<file path="src/rtl/red_pitaya_iq_pkg.sv">
// Shared definitions for the IQ decimator: default depth, accumulator sizing
// and the clamp applied to the requested log2 decimation factor.
package red_pitaya_iq_pkg;

  localparam int INBITS_DEF = 18;
  localparam int MAXLOG_DEF = 10;
  localparam int ACC_W_DEF  = INBITS_DEF + MAXLOG_DEF;

  // Room for 2^maxlog full-scale samples without wrap.
  function automatic int acc_width(input int inbits, input int maxlog);
    return inbits + maxlog;
  endfunction

  function automatic int clamp_log2(input int req, input int maxlog);
    return (req > maxlog) ? maxlog : req;
  endfunction

endpackage

</file>
<file path="src/rtl/red_pitaya_iq_accu_channel.sv">
// One decimator channel: boxcar accumulator, floor-mean shifter and the
// registered output word.
module red_pitaya_iq_accu_channel
  import red_pitaya_iq_pkg::*;
#(
  parameter int INBITS  = 18,
  parameter int OUTBITS = 18,
  parameter int MAXLOG  = MAXLOG_DEF,
  parameter int NW      = 4
) (
  input  logic                      clk_i,
  input  logic                      rstn_i,
  input  logic                      clr_i,
  input  logic                      term_i,
  input  logic [NW-1:0]             n_i,
  input  logic signed [INBITS-1:0]  sample_i,
  output logic signed [OUTBITS-1:0] out_o
);

  localparam int ACC_W = acc_width(INBITS, MAXLOG);

  logic signed [ACC_W-1:0]   acc_p0;
  logic signed [ACC_W-1:0]   sum_p0;
  logic signed [OUTBITS-1:0] out_p1;

  // Arithmetic shift floors toward -inf; the mean always fits INBITS, so
  // keeping the top OUTBITS of that field needs no saturation.
  function automatic logic signed [OUTBITS-1:0] mean_trunc(
    input logic signed [ACC_W-1:0] s,
    input logic [NW-1:0]           n
  );
    logic signed [ACC_W-1:0] m;
    m = s >>> n;
    return OUTBITS'(m >>> (INBITS - OUTBITS));
  endfunction

  assign sum_p0 = acc_p0 + ACC_W'(sample_i);

  // Stage p0 -> p1: accumulate, or dump the window mean into the output register
  always_ff @(posedge clk_i or negedge rstn_i) begin
    if (!rstn_i) begin
      acc_p0 <= '0;
      out_p1 <= '0;
    end else if (clr_i) begin
      acc_p0 <= '0;
    end else if (term_i) begin
      acc_p0 <= '0;
      out_p1 <= mean_trunc(sum_p0, n_i);
    end else begin
      acc_p0 <= sum_p0;
    end
  end

  assign out_o = out_p1;

endmodule

</file>
<file path="src/rtl/red_pitaya_iq_decimator_block.sv">
// Accumulate-and-dump decimator for the demodulator sin/cos product streams;
// averages 2^N samples per channel and strobes valid_o once per window.
module red_pitaya_iq_decimator_block
  import red_pitaya_iq_pkg::*;
#(
  parameter int INBITS  = 18,
  parameter int OUTBITS = 18,
  parameter int MAXLOG  = MAXLOG_DEF,
  parameter int LOGBITS = 4
) (
  input  logic                      clk_i,
  input  logic                      rstn_i,
  input  logic [LOGBITS-1:0]        log2_dec_i,
  input  logic                      sync_i,
  input  logic signed [INBITS-1:0]  signal1_i,
  input  logic signed [INBITS-1:0]  signal2_i,
  output logic signed [OUTBITS-1:0] signal1_o,
  output logic signed [OUTBITS-1:0] signal2_o,
  output logic                      valid_o
);

  localparam int NW = $clog2(MAXLOG + 1);

  logic [MAXLOG-1:0] cnt_p0;
  logic [MAXLOG-1:0] last_cnt;
  logic [NW-1:0]     n_q;
  logic [NW-1:0]     n_req;
  logic [NW-1:0]     n_eff;
  logic              start;
  logic              term;
  logic              vld_p1;

  assign n_req = NW'(clamp_log2(int'(log2_dec_i), MAXLOG));

  // A new N is only honoured on the first sample of a window.
  always_comb begin
    start    = (cnt_p0 == '0);
    n_eff    = start ? n_req : n_q;
    last_cnt = ~({MAXLOG{1'b1}} << n_eff);
    term     = (cnt_p0 == last_cnt);
  end

  // Stage p0 -> p1: window counter and valid strobe; sync wins over term
  always_ff @(posedge clk_i or negedge rstn_i) begin
    if (!rstn_i) begin
      cnt_p0 <= '0;
      n_q    <= '0;
      vld_p1 <= 1'b0;
    end else begin
      if (start) n_q <= n_req;
      if (sync_i) begin
        cnt_p0 <= '0;
        vld_p1 <= 1'b0;
      end else if (term) begin
        cnt_p0 <= '0;
        vld_p1 <= 1'b1;
      end else begin
        cnt_p0 <= cnt_p0 + 1'b1;
        vld_p1 <= 1'b0;
      end
    end
  end

  red_pitaya_iq_accu_channel #(
    .INBITS (INBITS),
    .OUTBITS(OUTBITS),
    .MAXLOG (MAXLOG),
    .NW     (NW)
  ) u_ch1 (
    .clk_i   (clk_i),
    .rstn_i  (rstn_i),
    .clr_i   (sync_i),
    .term_i  (term),
    .n_i     (n_eff),
    .sample_i(signal1_i),
    .out_o   (signal1_o)
  );

  red_pitaya_iq_accu_channel #(
    .INBITS (INBITS),
    .OUTBITS(OUTBITS),
    .MAXLOG (MAXLOG),
    .NW     (NW)
  ) u_ch2 (
    .clk_i   (clk_i),
    .rstn_i  (rstn_i),
    .clr_i   (sync_i),
    .term_i  (term),
    .n_i     (n_eff),
    .sample_i(signal2_i),
    .out_o   (signal2_o)
  );

  assign valid_o = vld_p1;

endmodule

</file>
<file path="config.mk">
export PLATFORM = sky130hd
export DESIGN_NAME = red_pitaya_iq_decimator_block
export DESIGN_NICKNAME = d
export VERILOG_FILES = /design/src/rtl/red_pitaya_iq_pkg.sv /design/src/rtl/red_pitaya_iq_accu_channel.sv /design/src/rtl/red_pitaya_iq_decimator_block.sv
export SDC_FILE = /design/constraint.sdc
export NUM_CORES = 1
export LEC_CHECK = 0
export ABC_AREA = 0
export ABC_CLOCK_PERIOD_IN_PS = 3650
export BUFFER_PORTS_ARGS = -buffer_cell sky130_fd_sc_hd__buf_2
export CORE_ASPECT_RATIO = 1.2
export CORE_MARGIN = 1
export CORE_UTILIZATION = 35
export CTS_CLUSTER_DIAMETER = 150
export DETAILED_ROUTE_END_ITERATION = 10
export PLACE_DENSITY_LB_ADDON = 0.1
export SYNTH_ARGS = -nofsm -noshare
export SYNTH_HDL_FRONTEND = slang
export SYNTH_SLANG_ARGS = --single-unit
</file>
<file path="constraint.sdc">
create_clock -name clk_i -period 3.65 [get_ports clk_i]
set_input_delay 0.1825 -clock clk_i [delete_from_list [all_inputs] [get_ports clk_i]]
set_output_delay 0.1825 -clock clk_i [all_outputs]
set_load 0.02 [all_outputs]
</file>
======== After elaboration in Yosys (flattened, before gate mapping) ========
Index checks and enable logic that the tools add are counted.
word-level totals
  input bits .............................. 43
  output and inout port bits .............. 37
  bits in registers ....................... 107
  word-level logic and storage cells ...... 29
operators by class
  equal/unequal tests ..................... 1
  reductions and logical operators ........ 2
  $lt $le $gt $ge ......................... 1
  bitwise operators ....................... 2
  add/sub/neg operators ................... 3
  muxes and demuxes ....................... 10
  shift-type cells ........................ 3
operators by type and width
  operator                                           count
  two-way mux 28 bit                                 4
  adder 28 x 18 -> 28 bit                            2
  >>> shifter 28 x 4 -> 18 bit                       2
  two-way mux 10 bit                                 2
  adder 10 x 1 -> 10 bit, second input constant      1
  == test 10 bit                                     1
  logical NOT 10 bit                                 1
  inverter 10 bit                                    1
  << shifter 10 x 4 -> 10 bit, first input constant  1
  two-way mux 4 bit                                  2
  > comparator 4 bit, second input constant          1
  two-way mux 1 bit                                  2
  AND reduction 2 bit                                1
  inverter 1 bit                                     1

======== Depth between registers and ports, before layout ========
  word-level depth ........................ 8
  mapped depth ............................ 16
  mapped depth without buffers ............ 14

======== Hierarchy ========
Synthesis repeated with hierarchy kept, for this count alone.
second synthesis, totals
  cells, all modules ...................... 1216
  area, all modules ....................... 10168.5 um^2
by module, submodules not included
  module                               area an instance (um^2)  seq. area each (um^2)  times used  cells an instance
  red_pitaya_iq_accu_channel at u_ch1  4564.4                   1151.1                 1           548
  red_pitaya_iq_accu_channel at u_ch2  4468.0                   1151.1                 1           542
  red_pitaya_iq_decimator_block        1136.1                   375.4                  1           126

======== Worst setup path after synthesis ========
Ideal clock, no wire load.
  path kind ............................... reg-to-reg
  start point ............................. reg u_ch1.acc_p0[0]
  end point ............................... reg u_ch1.out_p1[11], in the netlist u_ch1.out_o[11]
  cell stages (with the launch flop) ...... 13
  period minus slack after synthesis ...... 3.248 ns
  setup slack ............................. 0.402 ns
  path buffers ............................ 0
  setup time .............................. 0.092 ns
  data required time ...................... 3.558 ns
  data arrival time ....................... 3.157 ns
  cell sequence ........................... dfrtp_1 -> ha_1 -> fa_1 -> a211oi_1 -> o21ai_0 -> a311o_1 -> a31oi_1 -> o21ai_0 -> xor2_1 -> a21o_1 -> nand2_1 -> a41o_1 -> o31ai_2
on the way
  longest elaborated chain between the ends .. 2
ends and longest elaborated chain
  item                          line                              RTL
  from (decl)                   red_pitaya_iq_accu_channel.sv:22  logic signed [ACC_W-1:0] acc_p0;
  from (signal assigned)        red_pitaya_iq_accu_channel.sv:50  acc_p0 <= sum_p0;
  adder 28 x 18 -> 28 bit       red_pitaya_iq_accu_channel.sv:37  assign sum_p0 = acc_p0 + ACC_W'(sample_i);
  >>> shifter 28 x 4 -> 18 bit  red_pitaya_iq_accu_channel.sv:33  m = s >>> n;
  to (signal assigned)          red_pitaya_iq_accu_channel.sv:48  out_p1 <= mean_trunc(sum_p0, n_i);
  to (decl)                     red_pitaya_iq_accu_channel.sv:24  logic signed [OUTBITS-1:0] out_p1;
Every way passes these cells.
A chain may end at the register's enable or synchronous reset.

======== Worst setup path in the final report ========
  start point ............................. reg u_ch1.acc_p0[6]
  end point ............................... reg u_ch1.out_p1[6], in the netlist u_ch1.out_o[6]
The elaborated chain is that of the path after synthesis.

==> impl_metrics.ini <==
[status]
outcome = completed

[placed_design]
io_buffers = 79
dpl.hpwl_um = 25800
gp_congestion = 0.918
placed_area_um2 = 10800

[run]
cap_violations = 0

[synthesis]
ys_async_sr_fraction = 1.00
ys_seq_elements = 107
synth_ff_type = dfrtp_1
seq_area_frac_synth = 0.275
synth_fp_nets = 1335
syn_area_um2 = 9730
yosysWarnings = 0
synth_area_per_cell_um2 = 7.88
synth_edf_count = 0
netlist_instances = 1234
synth_cell_types = 81

[routing]
dr.pass1.iters = 7
drc = 0
wl_per_cell_um = 20.6
via_count = 9733
vias_per_cell = 5.84
totalWireLength_um = 34300
final_antenna_net_count = 0
drtIter0Drc = 632

[setup_path]
max_stage_delay_ns = 0.45
r2r_cells = 10
crit-reg2reg-launch = u_ch1.acc_p0[6]$_DFF_PN0_
cp_max_fo = 8
cpMostUsedCell = a21oi_1
worst_path_dominant_cell_family = compound AO/OA/AOI/OAI gates
arrival_ns = 3.73
worstPathRequired_ns = 3.89
worst-path-buf-inv = 0
crit_slowest_cell = or3_4
startpoint_type = register
timing.rr.end = u_ch1.out_o[6]$_DFFE_PN0P_
path_class = reg2reg
reg2reg_slack_ns = 0.16
path_cells = ha_1 -> a21oi_1 -> o21ai_0 -> and2_1 -> or3_4 -> xnor2_1 -> mux2i_1 -> o21a_1 -> a21oi_1 -> o221ai_1
end_kind = register

[pwr]
power.density_nw_per_um2 = 820
ir_worst_vdd_v = 0.000321
p_leak_nw = 5.17

[floorplanning]
die_h_um = 185
rows = 66
pin_count = 80
die_w_um = 154
core_area_um2 = 27300
die_area_um2 = 28500
initial_core_util = 0.357

[layout]
antennaDiodeCount = 0
fillers = 2844
nets = 1423
area_growth_pct = 15.5
multiInputGateArea_um2 = 6650
regArea_um2 = 2680
finalInstanceArea_um2 = 11200
drive_above_1_share = 0.169

[sta]
fmax_mhz = 286
setup_viol = 0
period_share = 0.957
finClkSkew_ns = 0.0158
worstMarginPinSlew_ns = 0.817
finalHoldViolations = 0
relSlewSlack = 0.455
layout_min_cycle_time_ns = 3.49
setup_tns_ns = 0
slew_violations = 0
rsz0062_at_grt = no

[clock_network]
cts_buffers = 9
clk_latency_ns = 0.38
root_buffer = clkbuf_16
clk_pin_slew_ns = 0.09
clock_path_buffers = 2
htree_levels = 3
cts_tree = done
clock_sinks = 107

[grt]
grt_pass1_wl_um = 53900
grt_max_degree = 61
grt_pass1_vias = 9765
grt.total_usage = 0.245
antenna_found_initial = 0
grt-ovfl-total = 0

[hold_path]
worstHoldStart = signal2_i[0]
worstHoldPathCells = 4
min_path_type = in2reg
whs_endpoint = u_ch2.acc_p0[0]$_DFF_PN0_
## cells in the final DEF, fill, tap and decap left out, drive strengths merged, types with 32 or more instances in the layout
master	Yosys	routed
nor2	144	144
mux2i	36	36
a21o	32	32
ha	56	56
buf	28	159
dfrtp	107	107
o211ai	37	37
xnor2	38	38
a211oi	37	37
a21oi	99	99
o21ai	80	80
nand2	133	133
## cell type report
class                      count  area share
multi-input combinational   1018       0.591
sequential                   107       0.238
timing repair buffer         160      0.0942
tap                          340      0.0379
clock buffer                  10      0.0204
inverter                      26     0.00913
clock inverter                 6     0.00858
## timing repair
action	CTS	global route
hold buffers	1	0
hold endpoints to repair	56	0
endpoints found under the setup margin	0	25
setup buffers	0	1
resized for setup	0	17
## power by group
part / internal (W) / switching (W) / leakage [nW]
combinational: 0.00249 / 0.00399 / 3.60
clock: 0.000615 / 0.000542 / 0.161
sequential: 0.00145 / 0.000118 / 1.41
## worst max path at each step
stage | start | end | slack [ns] | cells past startpoint
6_report | u_ch1.acc_p0[6]$_DFF_PN0_ | u_ch1.out_o[6]$_DFFE_PN0P_ | 0.16 | 10
3_3_place_gp | u_ch1.acc_p0[0]$_DFF_PN0_ | u_ch1.out_o[13]$_DFFE_PN0P_ | 0.09 | 12
5_1_grt | u_ch1.acc_p0[0]$_DFF_PN0_ | u_ch1.out_o[13]$_DFFE_PN0P_ | 0.003 | 12
2_1_floorplan | u_ch1.acc_p0[0]$_DFF_PN0_ | u_ch1.out_o[11]$_DFFE_PN0P_ | 0.40 | 12
3_5_place_dp | u_ch1.acc_p0[0]$_DFF_PN0_ | u_ch1.out_o[8]$_DFFE_PN0P_ | 0.08 | 13
4_1_cts | u_ch1.acc_p0[0]$_DFF_PN0_ | u_ch1.out_o[8]$_DFFE_PN0P_ | 0.06 | 13
## flip-flops by register name (all words and copies together), names as in the netlist
signal	count
u_ch1.acc_p0	28
u_ch2.acc_p0	28
u_ch1.out_o	18
u_ch2.out_o	18
cnt_p0	10
n_q	4
valid_o	1
## cell usage after synthesis, types with 6 or more instances
cell type    n  area, µm²
a211o_1     13        114
a211oi_1    36        270
xnor2_1     38        333
and4_1       6       52.6
nand4_1     18        113
nand2_1    132        495
o21a_1      12       90.1
clkbuf_1    55        206
a21oi_1     99        495
nor4_1       9       56.3
o21ai_0     79        395
dfrtp_1    107       2680
a22oi_1      6       45.0
a21o_1      32        240
mux2_2       8       90.1
nor2b_1     23        144
buf_2       15       75.1
mux2i_1     35        350
inv_1       22       82.6
nor3_1      22        110
a31oi_1     11       68.8
nand3_1     31        155
xor2_1      20        175
and3_1      15       93.8
ha_1        56        701
buf_1        6       22.5
o221ai_1    10       87.6
and2_1      15       93.8
o211ai_1    37        278
o31ai_1      9       67.6
o22ai_1     10       62.6
nor2_1     144        541
nand2b_1     9       56.3
## metal layers
layer,part of all wire,track usage,wire [µm]
met3,0.032,0.0245,1090
met2,0.51,0.452,17500
met5,0,0,0
met4,0.038,0.110,1320
met1,0.42,0.287,14400
## stage by stage
step | power [W] | hold WS (ns) | setup slack [ns] | instances | util
after CTS | 0.00911 | 0.204 | 0.0568 | 1666 | 0.410
after global placement | 0.00794 | 0.322 | 0.0949 | 1649 | 0.397
after floorplan | 0.00578 | -0.113 | 0.402 | 1234 | -
after global routing | 0.00992 | 0.253 | 0.00311 | 1667 | 0.412
after detailed placement | 0.00792 | 0.325 | 0.0754 | 1649 | 0.397
final | 0.00921 | 0.211 | 0.156 | 1667 | 0.412
## kinds of logic after synthesis
kind of cell	share of synthesized area
XOR/XNOR	0.0522
flip-flops	0.275
buffers and inverters	0.0491
AO/OA/AOI/OAI	0.282
adder cells (fa/ha/maj)	0.0762
AND/OR/NAND/NOR	0.216
multiplexers	0.0491
## worst register-to-register path: stages (launching register included)
cell and delay [ns]:
dfrtp_1 0.37, ha_1 0.38, a21oi_1 0.18, o21ai_0 0.17
and2_1 0.27, or3_4 0.45, xnor2_1 0.38, mux2i_1 0.34
o21a_1 0.30, a21oi_1 0.33, o221ai_1 0.19
(Power assumes the default switching activity.)
